## src/rtl/bram_output_readout_ctrl_if.sv

```systemverilog
// AXI-Stream beat bundle between the readout sequencer and the DMA path.
// The master drives data/valid/last, the slave returns ready.
interface bram_output_readout_ctrl_if #(
    parameter int DW        = 16,
    parameter int NUM_BRAMS = 16
);
    logic [NUM_BRAMS*DW-1:0] tdata;
    logic                    tvalid;
    logic                    tready;
    logic                    tlast;

    modport master (
        output tdata,
        output tvalid,
        output tlast,
        input  tready
    );

    modport slave (
        input  tdata,
        input  tvalid,
        input  tlast,
        output tready
    );
endinterface

```

## src/rtl/bram_output_readout_ctrl.sv

```systemverilog
// Output BRAM readout sequencer: waits for accumulation to go quiet, takes the
// BRAM read ports and streams one 16-lane word per AXI-Stream beat.
module bram_output_readout_ctrl #(
    parameter int DW         = 16,
    parameter int NUM_BRAMS  = 16,
    parameter int ADDR_WIDTH = 9,
    parameter int DEPTH      = 512,
    parameter int DRAIN_CYC  = 4
) (
    input  logic                           clk,
    input  logic                           rst_n,
    input  logic                           start,
    input  logic [ADDR_WIDTH-1:0]          base_addr,
    input  logic [ADDR_WIDTH:0]            num_words,
    input  logic                           partial_valid,
    output logic                           ext_read_mode,
    output logic [NUM_BRAMS*ADDR_WIDTH-1:0] ext_read_addr_flat,
    input  logic [NUM_BRAMS*DW-1:0]        bram_read_data_flat,
    bram_output_readout_ctrl_if.master     m_axis,
    output logic                           busy,
    output logic                           done
);

    localparam int CW = (DRAIN_CYC < 2) ? 1 : $clog2(DRAIN_CYC + 1);
    localparam logic [ADDR_WIDTH:0]   ONE_W    = (ADDR_WIDTH+1)'(1);
    localparam logic [ADDR_WIDTH-1:0] LAST_A   = ADDR_WIDTH'(DEPTH - 1);
    localparam logic [CW-1:0]         CNT_LAST = CW'(DRAIN_CYC - 1);

    typedef enum logic [2:0] {
        S_IDLE,
        S_DRAIN,
        S_ADDR,
        S_CAPT,
        S_SEND,
        S_DONE
    } state_t;

    state_t                  r_state;
    state_t                  w_next;
    logic [ADDR_WIDTH-1:0]   r_cur_addr;
    logic [ADDR_WIDTH:0]     r_remaining;
    logic [CW-1:0]           r_idle_cnt;
    logic [NUM_BRAMS*DW-1:0] r_tdata;

    logic                    w_load;
    logic                    w_cnt_clr;
    logic                    w_cnt_inc;
    logic                    w_capture;
    logic                    w_advance;
    logic [ADDR_WIDTH-1:0]   w_addr_inc;

    always_ff @(posedge clk or negedge rst_n) begin
        if (!rst_n) begin
            r_state <= S_IDLE;
        end else begin
            r_state <= w_next;
        end
    end

    // Takeover happens on the cycle that completes DRAIN_CYC quiet cycles
    always_comb begin
        w_next    = r_state;
        w_load    = 1'b0;
        w_cnt_clr = 1'b0;
        w_cnt_inc = 1'b0;
        w_capture = 1'b0;
        w_advance = 1'b0;
        unique case (r_state)
            S_IDLE: begin
                if (start) begin
                    w_load = 1'b1;
                    if (num_words == '0) begin
                        w_next = S_DONE;
                    end else begin
                        w_next = S_DRAIN;
                    end
                end
            end
            S_DRAIN: begin
                if (partial_valid) begin
                    w_cnt_clr = 1'b1;
                end else begin
                    w_cnt_inc = 1'b1;
                    if (r_idle_cnt == CNT_LAST) begin
                        w_next = S_ADDR;
                    end
                end
            end
            S_ADDR: begin
                w_next = S_CAPT;
            end
            S_CAPT: begin
                w_capture = 1'b1;
                w_next    = S_SEND;
            end
            S_SEND: begin
                if (m_axis.tready) begin
                    w_advance = 1'b1;
                    if (r_remaining > ONE_W) begin
                        w_next = S_ADDR;
                    end else begin
                        w_next = S_DONE;
                    end
                end
            end
            S_DONE: begin
                w_next = S_IDLE;
            end
            default: begin
                w_next = S_IDLE;
            end
        endcase
    end

    assign w_addr_inc = (r_cur_addr == LAST_A) ? '0 : r_cur_addr + 1'b1;

    always_ff @(posedge clk or negedge rst_n) begin
        if (!rst_n) begin
            r_cur_addr  <= '0;
            r_remaining <= '0;
        end else if (w_load) begin
            r_cur_addr  <= base_addr;
            r_remaining <= num_words;
        end else if (w_advance) begin
            r_cur_addr  <= w_addr_inc;
            r_remaining <= r_remaining - ONE_W;
        end
    end

    always_ff @(posedge clk or negedge rst_n) begin
        if (!rst_n) begin
            r_idle_cnt <= '0;
        end else if (w_load || w_cnt_clr) begin
            r_idle_cnt <= '0;
        end else if (w_cnt_inc) begin
            r_idle_cnt <= r_idle_cnt + 1'b1;
        end
    end

    always_ff @(posedge clk or negedge rst_n) begin
        if (!rst_n) begin
            r_tdata <= '0;
        end else if (w_capture) begin
            r_tdata <= bram_read_data_flat;
        end
    end

    assign ext_read_mode = (r_state == S_ADDR) ||
                           (r_state == S_CAPT) ||
                           (r_state == S_SEND);

    assign ext_read_addr_flat = {NUM_BRAMS{r_cur_addr}};

    assign m_axis.tdata  = r_tdata;
    assign m_axis.tvalid = (r_state == S_SEND);
    assign m_axis.tlast  = (r_state == S_SEND) && (r_remaining == ONE_W);

    assign busy = (r_state != S_IDLE);
    assign done = (r_state == S_DONE);

endmodule

```

## src/flat_wrapper.sv

```systemverilog
// flat-port wrapper written by rule: the top's interface ports become plain ports
module bram_output_readout_ctrl_flat 
#(
    parameter int DW         = 16,
    parameter int NUM_BRAMS  = 16,
    parameter int ADDR_WIDTH = 9,
    parameter int DEPTH      = 512,
    parameter int DRAIN_CYC  = 4
)
  (clk, rst_n, start, base_addr, num_words, partial_valid, ext_read_mode, ext_read_addr_flat, bram_read_data_flat, busy, done, m_axis_tdata, m_axis_tvalid, m_axis_tlast, m_axis_tready);
  bram_output_readout_ctrl_if #(.DW(DW), .NUM_BRAMS(NUM_BRAMS)) m_axis_i ();
  input  logic clk;
  input  logic rst_n;
  input  logic start;
  input  logic [ADDR_WIDTH-1:0] base_addr;
  input  logic [ADDR_WIDTH:0] num_words;
  input  logic partial_valid;
  output logic ext_read_mode;
  output logic [NUM_BRAMS*ADDR_WIDTH-1:0] ext_read_addr_flat;
  input  logic [NUM_BRAMS*DW-1:0] bram_read_data_flat;
  output logic busy;
  output logic done;
  output wire logic [$bits(m_axis_i.tdata)-1:0] m_axis_tdata;
  output wire logic [$bits(m_axis_i.tvalid)-1:0] m_axis_tvalid;
  output wire logic [$bits(m_axis_i.tlast)-1:0] m_axis_tlast;
  input wire logic [$bits(m_axis_i.tready)-1:0] m_axis_tready;
  assign m_axis_tdata = m_axis_i.tdata;
  assign m_axis_tvalid = m_axis_i.tvalid;
  assign m_axis_tlast = m_axis_i.tlast;
  assign m_axis_i.tready = m_axis_tready;
  bram_output_readout_ctrl #(.DW(DW), .NUM_BRAMS(NUM_BRAMS), .ADDR_WIDTH(ADDR_WIDTH), .DEPTH(DEPTH), .DRAIN_CYC(DRAIN_CYC)) u_core (.clk(clk), .rst_n(rst_n), .start(start), .base_addr(base_addr), .num_words(num_words), .partial_valid(partial_valid), .ext_read_mode(ext_read_mode), .ext_read_addr_flat(ext_read_addr_flat), .bram_read_data_flat(bram_read_data_flat), .m_axis(m_axis_i), .busy(busy), .done(done));
endmodule
```

## config.mk

```make
export PLATFORM = sky130hd
export DESIGN_NAME = bram_output_readout_ctrl_flat
export DESIGN_NICKNAME = d
export VERILOG_FILES = /design/src/rtl/bram_output_readout_ctrl_if.sv /design/src/rtl/bram_output_readout_ctrl.sv /design/src/flat_wrapper.sv
export SDC_FILE = /design/constraint.sdc
export NUM_CORES = 1
export LEC_CHECK = 0
export CAP_MARGIN = 0
export CORE_AREA = 2 2 270 272
export DETAILED_ROUTE_END_ITERATION = 12
export DIE_AREA = 0 0 272 274
export GPL_TIMING_DRIVEN = 0
export MAX_ROUTING_LAYER = met4
export PLACE_DENSITY = 0.48
export SETUP_SLACK_MARGIN = 0.05
export SLEW_MARGIN = 40
export SYNTH_ARGS = -nofsm -noshare
export SYNTH_HDL_FRONTEND = slang
export SYNTH_SLANG_ARGS = --single-unit
```

## constraint.sdc

```tcl
create_clock -name clk -period 2.64 [get_ports clk]
set_input_delay 0.396 -clock clk [delete_from_list [all_inputs] [get_ports clk]]
set_output_delay 0.396 -clock clk [all_outputs]
set_load 0.005 [all_outputs]
```

# Word-level counts from Yosys, hierarchy flattened
# Cells that the tools add are included.
# word_totals
regBits	281
latchBits	0
ram_bits	0
rom_bits	0
in_bits	280
out_inout_bits	405
word_cells	54
n_memories	0
# op_classes
addsub	3
n_mul	0
div	0
order_cmp	1
eq_ne	12
shift	0
muxes	23
bitwise	0
n_reduce_logical	10
# ops
op	n
$mux 9	3
$mux 3	8
$mux 10	2
$pmux 3 s5	1
$eq 10x1->1 const B	1
$gt 10x1->1 const B	1
$logic_not 10->1	1
$sub 10x1->10 const B	1
$add 9x1->9 const B	1
$eq 3x2->1 const B	3
$eq 9x9->1 const B	1
$mux 1	9
$eq 3x3->1 const B	2
$ne 2x1->1 const B	2
$ne 2x2->1 const B	2
$reduce_and 4->1	1
$reduce_bool 2->1	2
$add 3x1->3 const B	1
$eq 3x1->1 const B	1
$logic_not 3->1	1
$logic_or 1x1->1	3
$reduce_bool 3->1	1
$logic_and 1x1->1	1

# Longest topological paths before layout
# depth
depth_word	4
depth_mapped	9
mapped_depth_nobuf	8

# Worst setup path after synthesis
# Ideal clock, no wire load.
# synth_path
path_kind	register to register
start	register u_core.r_cur_addr[0]
end	register u_core.r_cur_addr[5]
setup_ns	0.082
t_arrival_ns	2.209
t_required_ns	2.558
setup_slack_ns	0.349
path_stages_with_launch	8
path_buffers	0
period_less_slack_ns	2.291
cell_sequence	dfrtp_1 ha_1 and3_1 and3_1 and3_1 ha_1 or4_1 a31oi_1
# synth_between
elab_chain_cells	4
elab_cells_between_ends	5
cone_classes	add/sub: 1; eq/ne: 1; mux: 3
# synth_lines
item	line_no	source
start: declaration	bram_output_readout_ctrl.sv:40	logic [ADDR_WIDTH-1:0] r_cur_addr;
start signal: assignment	bram_output_readout_ctrl.sv:122	r_cur_addr <= base_addr;
start signal: assignment	bram_output_readout_ctrl.sv:125	r_cur_addr <= w_addr_inc;
$add 9x1->9 or $eq 9x9->1 (tied branches)	bram_output_readout_ctrl.sv:115	assign w_addr_inc = (r_cur_addr == LAST_A) ? '0 : r_cur_addr + 1'b1;
$mux 9 (*)	bram_output_readout_ctrl.sv:115	
$mux 9 (*)	bram_output_readout_ctrl.sv:124	end else if (w_advance) begin
$mux 9 (*)	bram_output_readout_ctrl.sv:121	end else if (w_load) begin
# Mark *: on every way between the ends. The rest lies on a longest branch, timed or not. The select of a mux whose other input is x is not followed.
# A chain may end at the register's enable or synchronous reset.

# Final worst setup path
# layout_path
start	register u_core.r_state[2]
end	output busy
# layout_between
elab_chain_cells	1
# layout_lines
item	line_no	source
start: declaration	bram_output_readout_ctrl.sv:38	state_t r_state;
start signal: assignment	bram_output_readout_ctrl.sv:56	r_state <= w_next;
$reduce_bool 3->1	bram_output_readout_ctrl.sv:158	assign busy = (r_state != S_IDLE);
end: declaration	flat_wrapper.sv:21	output logic busy;
# Every way passes these cells.

==> flow_summary.ini <==
[power_and_ir_drop]
leakage_nw = 8.727
finalPower_mw = 25.74
vdd.ir_drop.worst_uv = 543.9
powerDensity_nw_per_um2 = 1204

[timing]
relSlewSlack = 0.5068
finalMaxSlewViolations = 0
setup_ws_ns = 0.1567
final_hold_viol_count = 0
worst_pin_slew_ns = 0.7398
period_needed_ns = 2.483
clock_skew_ns = 0.02478
fmax_mhz = 402.7
post-route-period-util = 0.9406
rsz0062_at_grt = yes
setup_viol = 0
tns_ns = 0

[floorplan]
boundaryPins = 685
dieWidth_um = 272
rows = 99
core_um2 = 71970
die_h_um = 274
die-area_um2 = 74530
start_util = 0.1680

[critical_path]
crit_path_end_kind = primary output
crit_type = flip-flop to primary output
cp-start-kind = flip-flop
arrival_ns = 2.09
path_max_fanout = 10
cp_slowest_stage_delay_ns = 0.51
path_cells = buf_4 > or3_1 > clkdlybuf4s50_1
r2r_slack_ns = 0.16
slowest_stage = clkdlybuf4s50_1
cp.required_ns = 2.24

[synthesis]
synth_nets = 1142
async_flop_share = 1.000
syn_area_per_cell_um2 = 14.13
synth.top_cell.area_share = 0.5815
synthCells = 856
yosys-top-cells-area = dfrtp_1 58%, mux2_2 21%, buf_4 10%, mux2_1 2.8%, o21ai_0 0.79%
yosys.area.top_type = dfrtp_1
synth_cell_types = 45
ys_seq_elements = 281
ys_warn_count = 0
synth_edf_count = 0
syn_area_um2 = 12090
ys_seq_area_frac = 0.5815
ys.flop_type = dfrtp_1

[clock_network]
cts-root-buf = clkbuf_16
clkTransAtPathRegs_ns = 0.06
clk_latency_ns = 0.54
cts_tree = built
htreeDepth = 2
cts_made_buffers = 36
max-clock-path-buffers = 3
cts.sinks = 281

[placement]
postPlaceCellArea_um2 = 20250
place.detailed.hpwl_um = 33700
place_congestion = 0.8449
io_buffers = 684
place_ws_ns = -0.1612

[routing]
first_pass_iters = 4
num_vias = 9310
wl_per_cell_um = 16.75
totalWireLength_um = 42980
drt-initial-drc-count = 237
post-route-drc-count = 0
viasPerCell = 3.628
drtAntennaViolNets = 0

[cells_and_area]
fillers = 7349
final_net_count = 1872
area.growth.synth_to_final_pct = 76.81
layout_common_cells = 682 x clkdlybuf4s50_1, 276 x dfrtp_1, 226 x mux2_2
final_area_um2 = 21380
antenna_cells = 0
final_common_cell = clkdlybuf4s50_1
drive_gt1_frac = 0.2875

[global_routing]
grt_usage = 0.1124
grt-ovfl-total = 0
grt_pass1_wl_um = 62450
antenna_found_initial = 0
grt_pass1_vias = 9763
grt_max_degree = 71

[worst_hold_path]
min_path_type = input pin to async pin

[outcome]
status = finished, final reports clean

[run]
max_cap_viol_count = 0
-- cells in the mapped netlist (all sizes together) (3+ instances only) --
cell type,n
nor4b,4
o211ai,4
clkbuf,5
nor3,4
nor4,4
buf,169
a21oi,12
nand3,6
and3,5
nor2,19
inv,6
mux2,256
nand2,18
a31oi,6
dfrtp,281
o21ai,19
ha,6
nor3b,3
-- layout make-up --
class	count	area (um2)	share of cell area
Clock inverter	4	33.78	0.001580
Buffer	174	1274	0.05957
Timing Repair Buffer	692	6993	0.3271
Sequential cell	281	7041	0.3293
Tap cell	959	1200	0.05612
Inverter	6	22.52	0.001053
Clock buffer	55	1045	0.04886
Multi-Input combinational cell	395	3774	0.1765
-- worst max-delay path: cells and delay by family (launching register included) --
family | cells | cell delay, ns
buffers and inverters | 2 | 0.71
flip-flops | 1 | 0.42
AND/OR/NAND/NOR | 1 | 0.43
-- flip-flops by register name, indices dropped and copies added, names as in the netlist --
register and cells:
u_core.r_remaining 10, u_core.m_axis.tdata 256, u_core.r_cur_addr 9, u_core.r_idle_cnt 3, u_core.r_state 3
-- where the power goes --
part | internal [mW] | switching, mW
sequential | 6.54 | 1.48
clock | 2.71 | 1.88
combinational | 9.05 | 4.08
-- final timing paths --
kind	from	to	cells past startpoint
hold reg to reg	u_core.m_axis.tdata[5]	u_core.m_axis.tdata[5]	1
max in group asynchronous	rst_n	u_core.r_cur_addr[2]	4
setup reg to reg	u_core.r_cur_addr[0]	u_core.r_cur_addr[5]	7
hold / removal	rst_n	u_core.m_axis.tdata[24]	2
min in group clk	base_addr[4]	u_core.r_cur_addr[4]	3
setup / recovery	u_core.r_state[2]	busy	3
-- layer usage --
metal  vias to the layer above  GRT usage  wire, um
met1                      4577     0.1244     16260
met2                       364     0.1974     22510
met5                         -          -         0
li1                       4299          -         -
met4                         0    0.04034      1306
met3                        70    0.02575      2898
-- repair_timing --
action	in CTS	in global routing
pin swaps	0	1
cloned	0	0
hold endpoints to repair	34	0
resized for setup	6	6
setup buffers	0	3
hold buffers	1	0
endpoints found under the setup margin	9	13
-- logic make-up (layout without fill, tap and decap cells) --
family,count (synthesis),after routing,share of synthesized area
multiplexers,257,257,0.2392
flip-flops,281,281,0.5815
XOR/XNOR,4,4,0.002898
AO/OA/AOI/OAI,48,48,0.02328
buffers and inverters,180,931,0.1067
AND/OR/NAND/NOR,80,80,0.04025
adder cells (fa/ha/maj),6,6,0.006208
-- metrics by stage --
stage	util	hold slack (ns)	std cells
after floorplan	-	0.1004	856
after global placement	0.2798	0.4704	2499
after detailed placement	0.2814	0.3001	2503
after CTS	0.2967	0.3115	2563
after global routing	0.2971	0.3428	2566
final	0.2971	0.3458	2566
No activity file was read; power rests on OpenSTA's default activity.
